[config.mk]
export PLATFORM = sky130hd
export DESIGN_NAME = mem_port_arbiter
export DESIGN_NICKNAME = d
export VERILOG_FILES = /design/src/rtl/mem_port_arbiter_pkg.sv /design/src/rtl/mem_arb_pick.sv /design/src/rtl/mem_port_arbiter.sv
export SDC_FILE = /design/constraint.sdc
export NUM_CORES = 1
export LEC_CHECK = 0
export CELL_PAD_IN_SITES_DETAIL_PLACEMENT = 0
export CELL_PAD_IN_SITES_GLOBAL_PLACEMENT = 2
export CORE_MARGIN = 2
export CORE_UTILIZATION = 24
export CTS_CLUSTER_SIZE = 28
export DETAILED_ROUTE_END_ITERATION = 7
export GPL_TIMING_DRIVEN = 1
export PLACE_DENSITY_LB_ADDON = 0.2
export SLEW_MARGIN = 20
export SYNTH_ARGS = -nofsm -noshare
export SYNTH_HDL_FRONTEND = slang
export SYNTH_SLANG_ARGS = --single-unit
[constraint.sdc]
create_clock -name clk -period 12.6 [get_ports clk]
set_clock_uncertainty 0.1 [all_clocks]
set_input_delay 2.52 -clock clk [delete_from_list [all_inputs] [get_ports clk]]
set_output_delay 2.52 -clock clk [all_outputs]
set_load 0.01 [all_outputs]
[src/rtl/mem_port_arbiter_pkg.sv]
// Shared encodings and default sizing for the memory port arbiter.
package mem_port_arbiter_pkg;

    typedef enum logic [1:0] {
        IDLE = 2'd0,
        REQ  = 2'd1,
        RESP = 2'd2
    } arb_state_e;

    typedef enum logic {
        OWN_IF = 1'b0,
        OWN_LS = 1'b1
    } arb_owner_e;

    localparam int DEF_ADDR_W       = 64;
    localparam int DEF_DATA_W       = 64;
    localparam int DEF_RESP_TIMEOUT = 255;

endpackage

[src/rtl/mem_arb_pick.sv]
// Two-way grant logic for the memory port; MEM_ARB_RR_EN selects round-robin,
// otherwise the LSU always wins a collision.
module mem_arb_pick
    import mem_port_arbiter_pkg::*;
(
    input  logic if_valid,
    input  logic ls_valid,
`ifdef MEM_ARB_RR_EN
    input  logic rr_last,
`endif
    output logic grant_valid,
    output logic grant_owner
);

    always_comb begin
        grant_valid = if_valid || ls_valid;
`ifdef MEM_ARB_RR_EN
        // on a collision the requester that did not own the last transaction goes first
        if (if_valid && ls_valid) begin
            grant_owner = (rr_last == OWN_LS) ? OWN_IF : OWN_LS;
        end else begin
            grant_owner = ls_valid ? OWN_LS : OWN_IF;
        end
`else
        grant_owner = ls_valid ? OWN_LS : OWN_IF;
`endif
    end

endmodule

[src/rtl/mem_port_arbiter.sv]
// Shares one data-memory port between IFU fetches and LSU loads/stores, one
// transaction at a time, with a response timeout. MEM_ARB_RR_EN enables round-robin.
//
// state | meaning
// IDLE  | no transaction; arbitrate and accept one requester
// REQ   | request presented to memory, waiting for mem_req_ready
// RESP  | waiting for mem_rvalid or the response timeout
module mem_port_arbiter
    import mem_port_arbiter_pkg::*;
#(
    parameter int ADDR_W       = DEF_ADDR_W,
    parameter int DATA_W       = DEF_DATA_W,
    parameter int RESP_TIMEOUT = DEF_RESP_TIMEOUT
) (
    input  logic                clk,
    input  logic                rst,

    input  logic                if_req_valid,
    output logic                if_req_ready,
    input  logic [ADDR_W-1:0]   if_addr,
    input  logic                if_flush,
    output logic                if_resp_valid,
    output logic [DATA_W-1:0]   if_resp_data,
    output logic                if_resp_err,

    input  logic                ls_req_valid,
    output logic                ls_req_ready,
    input  logic [ADDR_W-1:0]   ls_addr,
    input  logic                ls_wen,
    input  logic [DATA_W-1:0]   ls_wdata,
    input  logic [DATA_W/8-1:0] ls_wmask,
    output logic                ls_resp_valid,
    output logic [DATA_W-1:0]   ls_resp_data,
    output logic                ls_resp_err,

    output logic                mem_req_valid,
    input  logic                mem_req_ready,
    output logic [ADDR_W-1:0]   mem_addr,
    output logic                mem_wen,
    output logic [DATA_W-1:0]   mem_wdata,
    output logic [DATA_W/8-1:0] mem_wmask,
    input  logic                mem_rvalid,
    input  logic [DATA_W-1:0]   mem_rdata
);

    localparam int               CNT_W    = $clog2(RESP_TIMEOUT + 1);
    localparam logic [CNT_W-1:0] CNT_LAST = CNT_W'(RESP_TIMEOUT - 1);

    arb_state_e        state;
    arb_owner_e        owner;
    logic [CNT_W-1:0]  resp_cnt;
    logic              drop_if;
    logic              grant_valid;
    logic              grant_owner;
    logic              flush_hit;
    logic [DATA_W-1:0] resp_data_c;
`ifdef MEM_ARB_RR_EN
    arb_owner_e        rr_last;
`endif

    mem_arb_pick u_pick (
        .if_valid    (if_req_valid),
        .ls_valid    (ls_req_valid),
`ifdef MEM_ARB_RR_EN
        .rr_last     (rr_last),
`endif
        .grant_valid (grant_valid),
        .grant_owner (grant_owner)
    );

    // readies are combinational but must still read 0 while reset is held
    assign if_req_ready = !rst && (state == IDLE) && grant_valid && (grant_owner == OWN_IF);
    assign ls_req_ready = !rst && (state == IDLE) && grant_valid && (grant_owner == OWN_LS);

    assign flush_hit   = if_flush && (owner == OWN_IF);
    assign resp_data_c = (mem_rvalid && !mem_wen) ? mem_rdata : '0;

    always_ff @(posedge clk or posedge rst) begin
        if (rst) begin
            state         <= IDLE;
            owner         <= OWN_IF;
            resp_cnt      <= '0;
            drop_if       <= 1'b0;
            mem_req_valid <= 1'b0;
            mem_addr      <= '0;
            mem_wen       <= 1'b0;
            mem_wdata     <= '0;
            mem_wmask     <= '0;
            if_resp_valid <= 1'b0;
            if_resp_data  <= '0;
            if_resp_err   <= 1'b0;
            ls_resp_valid <= 1'b0;
            ls_resp_data  <= '0;
            ls_resp_err   <= 1'b0;
`ifdef MEM_ARB_RR_EN
            rr_last       <= OWN_IF;
`endif
        end else begin
            if_resp_valid <= 1'b0;
            if_resp_err   <= 1'b0;
            ls_resp_valid <= 1'b0;
            ls_resp_err   <= 1'b0;

            unique case (state)
                IDLE: begin
                    if (grant_valid) begin
                        state         <= REQ;
                        owner         <= arb_owner_e'(grant_owner);
                        mem_req_valid <= 1'b1;
`ifdef MEM_ARB_RR_EN
                        rr_last       <= arb_owner_e'(grant_owner);
`endif
                        if (grant_owner == OWN_LS) begin
                            mem_addr  <= ls_addr;
                            mem_wen   <= ls_wen;
                            mem_wdata <= ls_wdata;
                            mem_wmask <= ls_wmask;
                        end else begin
                            mem_addr  <= if_addr;
                            mem_wen   <= 1'b0;
                            mem_wdata <= '0;
                            mem_wmask <= '0;
                        end
                    end
                end

                REQ: begin
                    if (flush_hit) drop_if <= 1'b1;
                    if (mem_req_ready) begin
                        mem_req_valid <= 1'b0;
                        resp_cnt      <= '0;
                        state         <= RESP;
                    end
                end

                RESP: begin
                    if (flush_hit) drop_if <= 1'b1;
                    // a response in the last counted cycle still beats the timeout
                    if (mem_rvalid || (resp_cnt == CNT_LAST)) begin
                        state   <= IDLE;
                        drop_if <= 1'b0;
                        if (owner == OWN_LS) begin
                            ls_resp_valid <= 1'b1;
                            ls_resp_data  <= resp_data_c;
                            ls_resp_err   <= !mem_rvalid;
                        end else if (!drop_if && !flush_hit) begin
                            if_resp_valid <= 1'b1;
                            if_resp_data  <= resp_data_c;
                            if_resp_err   <= !mem_rvalid;
                        end
                    end else begin
                        resp_cnt <= resp_cnt + CNT_W'(1);
                    end
                end

                default: state <= IDLE;
            endcase
        end
    end

endmodule

==> Flow_metrics.wiki <==
{| class="wikitable"
! Metric !! Value
|-
| Status || completed
|-
| Detailed-route via count || 9570
|-
| Hold crit path type || register to register
|-
| Simple-gate portion of the synthesized area || 12.6%
|-
| Adder-cell share of the synthesized area || 0.559%
|-
| Place WS || 5.33 ns
|-
| Total power density per cell area || 238 mW/mm^2
|-
| Unrepaired setup endpoints after global routing || false
|-
| Detailed router's first-iteration violation count || 499
|-
| Share of the yosys chip area belonging to registers || 63.0%
|-
| Worst-skew pair later-pin latency || between 0.5 and 0.6 ns
|-
| Number of remaining DRC errors || 0
|-
| Sink Count || 282
|-
| Antenna violations before repair || 7
|-
| CTS tree || built
|-
| Kind of critical path || primary input to output pin
|-
| I/O pin count || 544
|-
| Flip-flop and latch count after synthesis || 282
|-
| Standard cell core area || 0.0463 sq mm
|-
| Layout cells sized above 1 || under 10%
|-
| Net count, final || ~1800
|-
| Number of flops mapped to enable cells by yosys || 0
|-
| Global-route wire length before repair || about 64 mm
|-
| Clock network power share || 22.9%
|-
| Worst rel slew slack || 27.8%
|-
| Overall overflow remaining after global route || 0
|-
| Clock transition at the register clock pins on the worst setup and hold paths after CTS || 0.06 ns
|-
| Commonest cells post-synth || 282 x sky130_fd_sc_hd__dfrtp_1, 227 x sky130_fd_sc_hd__nand2_1, 129 x sky130_fd_sc_hd__a22o_1
|-
| Setup ws final || between 5 and 6 ns
|-
| Total placed instance area || about 0.017 sq mm
|-
| Buffers inserted during post-CTS setup optimization || 0
|-
| Number of rows in the core area || 79
|-
| Worst-path cell with the longest stage delay || sky130_fd_sc_hd__clkdlybuf4s50_1
|-
| Clock tree buffer depth || 3
|-
| Critical path data required time || 9.98 ns
|-
| Period minus WS final || ~7.2 ns
|-
| Sort of element at the start of the critical path || primary input
|-
| Final design area excluding fillers || 0.0183 sq mm
|-
| Die Outline Area || 0.0484 sq mm
|-
| YS warnings || 0
|-
| Internal portion of total power || 2.86 mW
|-
| Total number of H-tree levels || 2
|-
| Detail Route Antenna Nets || 0
|-
| Critical Path Max Stage Delay || 0.68 ns
|-
| HPWL after DPL || 30.9 mm
|-
| Largest family of logic cells by synthesized area || compound AO/OA/AOI/OAI gates
|-
| Share of total power consumed by net switching || 34.4%
|-
| Number of failing setup endpoints in the final timing report || 0
|-
| Leading post-synthesis cells by cell area || sky130_fd_sc_hd__dfrtp_1 63%, sky130_fd_sc_hd__a22o_1 10%, sky130_fd_sc_hd__nand2_1 7.6%
|-
| Arrival time of data at the critical path endpoint || between 4 and 5 ns
|-
| Most frequent cell after synthesis || sky130_fd_sc_hd__dfrtp_1
|-
| Mean routed wirelength per cell || a little over 20 um
|-
| Count of pins over their slew limit || 0
|-
| Max Clk Rate || 139 MHz
|-
| Number of nets produced by synthesis || 1260
|-
| Maximum number of pins on one net before global-route repair || between 100 and 150
|-
| Post-synthesis async set-or-reset flop share || 100%
|-
| Cell count after synthesis || ~980
|-
| Number of gates resized after CTS || 0
|-
| Global-route total usage across every layer || 17.8%
|-
| Starting density of the core || about a quarter
|-
| Overall die height || ~220 um
|-
| Share of the clock period used by the worst path || 57.1%
|-
| Netlist Area Pre-Place || 0.0112 sq mm
|-
| Share of total power in sequential cells || 35.1%
|-
| Maximum resistive drop on vdd || 0.105 mV
|-
| Number of global-route vias before repair || 9832
|-
| Port Buffer Count || 543
|-
| Sum of negative setup slack || 0 ns
|-
| Largest delay contributor family on the critical path || buffers and inverters
|-
| CP endpoint kind || output pin
|-
| Clock buffers created by TritonCTS || 37
|-
| Combinational fraction of design power || a little over two fifths
|-
| CTS root buffer || sky130_fd_sc_hd__clkbuf_16
|-
| Xor and xnor fraction of the mapped netlist area || 0%
|-
| Number of buffers added to fix hold violations after cts || 0
|-
| Final hold violation count || 0
|-
| Share of the synthesized area in compound gates (AO/OA/AOI/OAI) || ~14%
|-
| Buffers and inverters on the worst path || 3
|-
| Post-synth top flop || sky130_fd_sc_hd__dfrtp_1
|-
| DIE WIDTH || between 200 and 250 um
|-
| Netlist cell types || 42
|-
| Detailed-route wire length || 44.3 mm
|-
| Filler Cells Inserted || 4570
|-
| Post-synth top area share || 63.0%
|-
| DRT Pass-1 Iters || 4
|-
| Routability Congestion || 0.773
|-
| Chain of cells forming the critical path || buf_6 -> o21ai_4 -> buf_4 -> nor3_1 -> clkdlybuf4s50_1
|-
| Post-Synthesis Mean Instance Area || 11.4 sq um
|-
| Routed vias/inst || 4.48
|-
| CP max FO || around 110
|-
| Multiplexer share of the synthesized area || 5.92%
|-
| Number of max-cap violations || 0
|-
| Library cell occupying the most area in the post-synthesis netlist || sky130_fd_sc_hd__dfrtp_1
|-
| Switching pwr || about 1.5 mW
|-
| Transition at the pin with the smallest max-transition slack || 1.08 ns
|-
| Standby leakage power || around 8.2 nW
|-
| Area grow syn2layout || 63.5%
|}
[logic make-up (layout without fill, tap and decap cells)]
logic type | after synthesis | in the layout
multiplexers | 66 | 66
other | 0 | 7
AND/OR/NAND/NOR | 331 | 331
flip-flops | 282 | 282
AO/OA/AOI/OAI | 215 | 215
buffers and inverters | 84 | 625
adder cells (fa/ha/maj) | 5 | 5
[cell usage in the layout (no fill, tap or decap), drive strengths merged, types with 4 or more instances in the layout]
cell and count:
clkdlybuf4s50 542, clkinv 6, o21ai 67, ha 5
inv 10, nor3 5, diode 7, dfrtp 282
buf 12, a22o 129, nand2 227, mux2i 64
clkbuf 53, a21oi 4, nand3 81
[state kept, by name, indices dropped and copies added, names as in the netlist, 2 cells and up]
register / count
ls_resp_data: 64
state: 2
mem_addr: 64
if_resp_data: 64
mem_wdata: 64
mem_wmask: 8
resp_cnt: 8
[worst register-to-register path: cells and delay by family, from the launching register on]
family	cells	cell delay, ns
DFF	1	0.37
buffers and inverters	3	1.71
adders and majority gates	1	0.23
AOI/OAI and AO/OA	2	0.37
[area by class of cell]
cell class,instances,area [sq um],area share [%]
Sequential cell,282,7060,38.5
Timing Repair Buffer,554,5520,30.1
Multi-Input combinational cell,617,3780,20.7
Clock buffer,53,1070,5.82
Tap cell,607,759,4.15
Clock inverter,10,70.1,0.383
Inverter,8,37.5,0.205
Antenna cell,7,17.5,0.0957
[final timing paths]
| kind | startpoint | endpoint | cells after the start | slack, ns |
|---|---|---|---|---|
| max | ls_req_valid | if_req_ready | 5 | 5.40 |
| min | mem_wdata[23]$_DFFE_PP0P_ | mem_wdata[23]$_DFFE_PP0P_ | 2 | 0.36 |
| max reg2reg | state[0]$_DFFE_PP0P_ | mem_addr[63]$_DFFE_PP0P_ | 6 | 9.66 |
| min reg2reg | mem_wdata[23]$_DFFE_PP0P_ | mem_wdata[23]$_DFFE_PP0P_ | 2 | 0.36 |
| max in group asynchronous | rst | ls_resp_data[52]$_DFFE_PP0P_ | 4 | 7.93 |
| min in group asynchronous | rst | mem_addr[3]$_DFFE_PP0P_ | 2 | 2.44 |
[through the flow]
step / cells / total power, mW / hold slack [ns] / util, %
after floorplan: 983 / 2.24 / 0.385 / -
after global placement: 2068 / 3.40 / 0.351 / 37.1
after detailed placement: 2068 / 3.40 / 0.354 / 37.1
after CTS: 2131 / 4.44 / 0.368 / 39.5
after global routing: 2133 / 4.65 / 0.394 / 39.5
final: 2138 / 4.36 / 0.364 / 39.6
[power by group through the flow]
stage	Clock (mW)	Combinational [mW]	Sequential (mW)
floorplan	0	0.547	1.70
global placement	0	1.87	1.53
detailed placement	0	1.86	1.54
CTS	1.04	1.87	1.54
global route	1.07	1.99	1.58
finish	0.997	1.83	1.53
[layer usage]
metal  share of wire (%)  GRT usage (%)
met5               0.061              0
met4                 2.8           6.64
met3                  11           7.40
met2                  47           28.3
met1                  40           21.6
(Power assumes the default switching activity.)
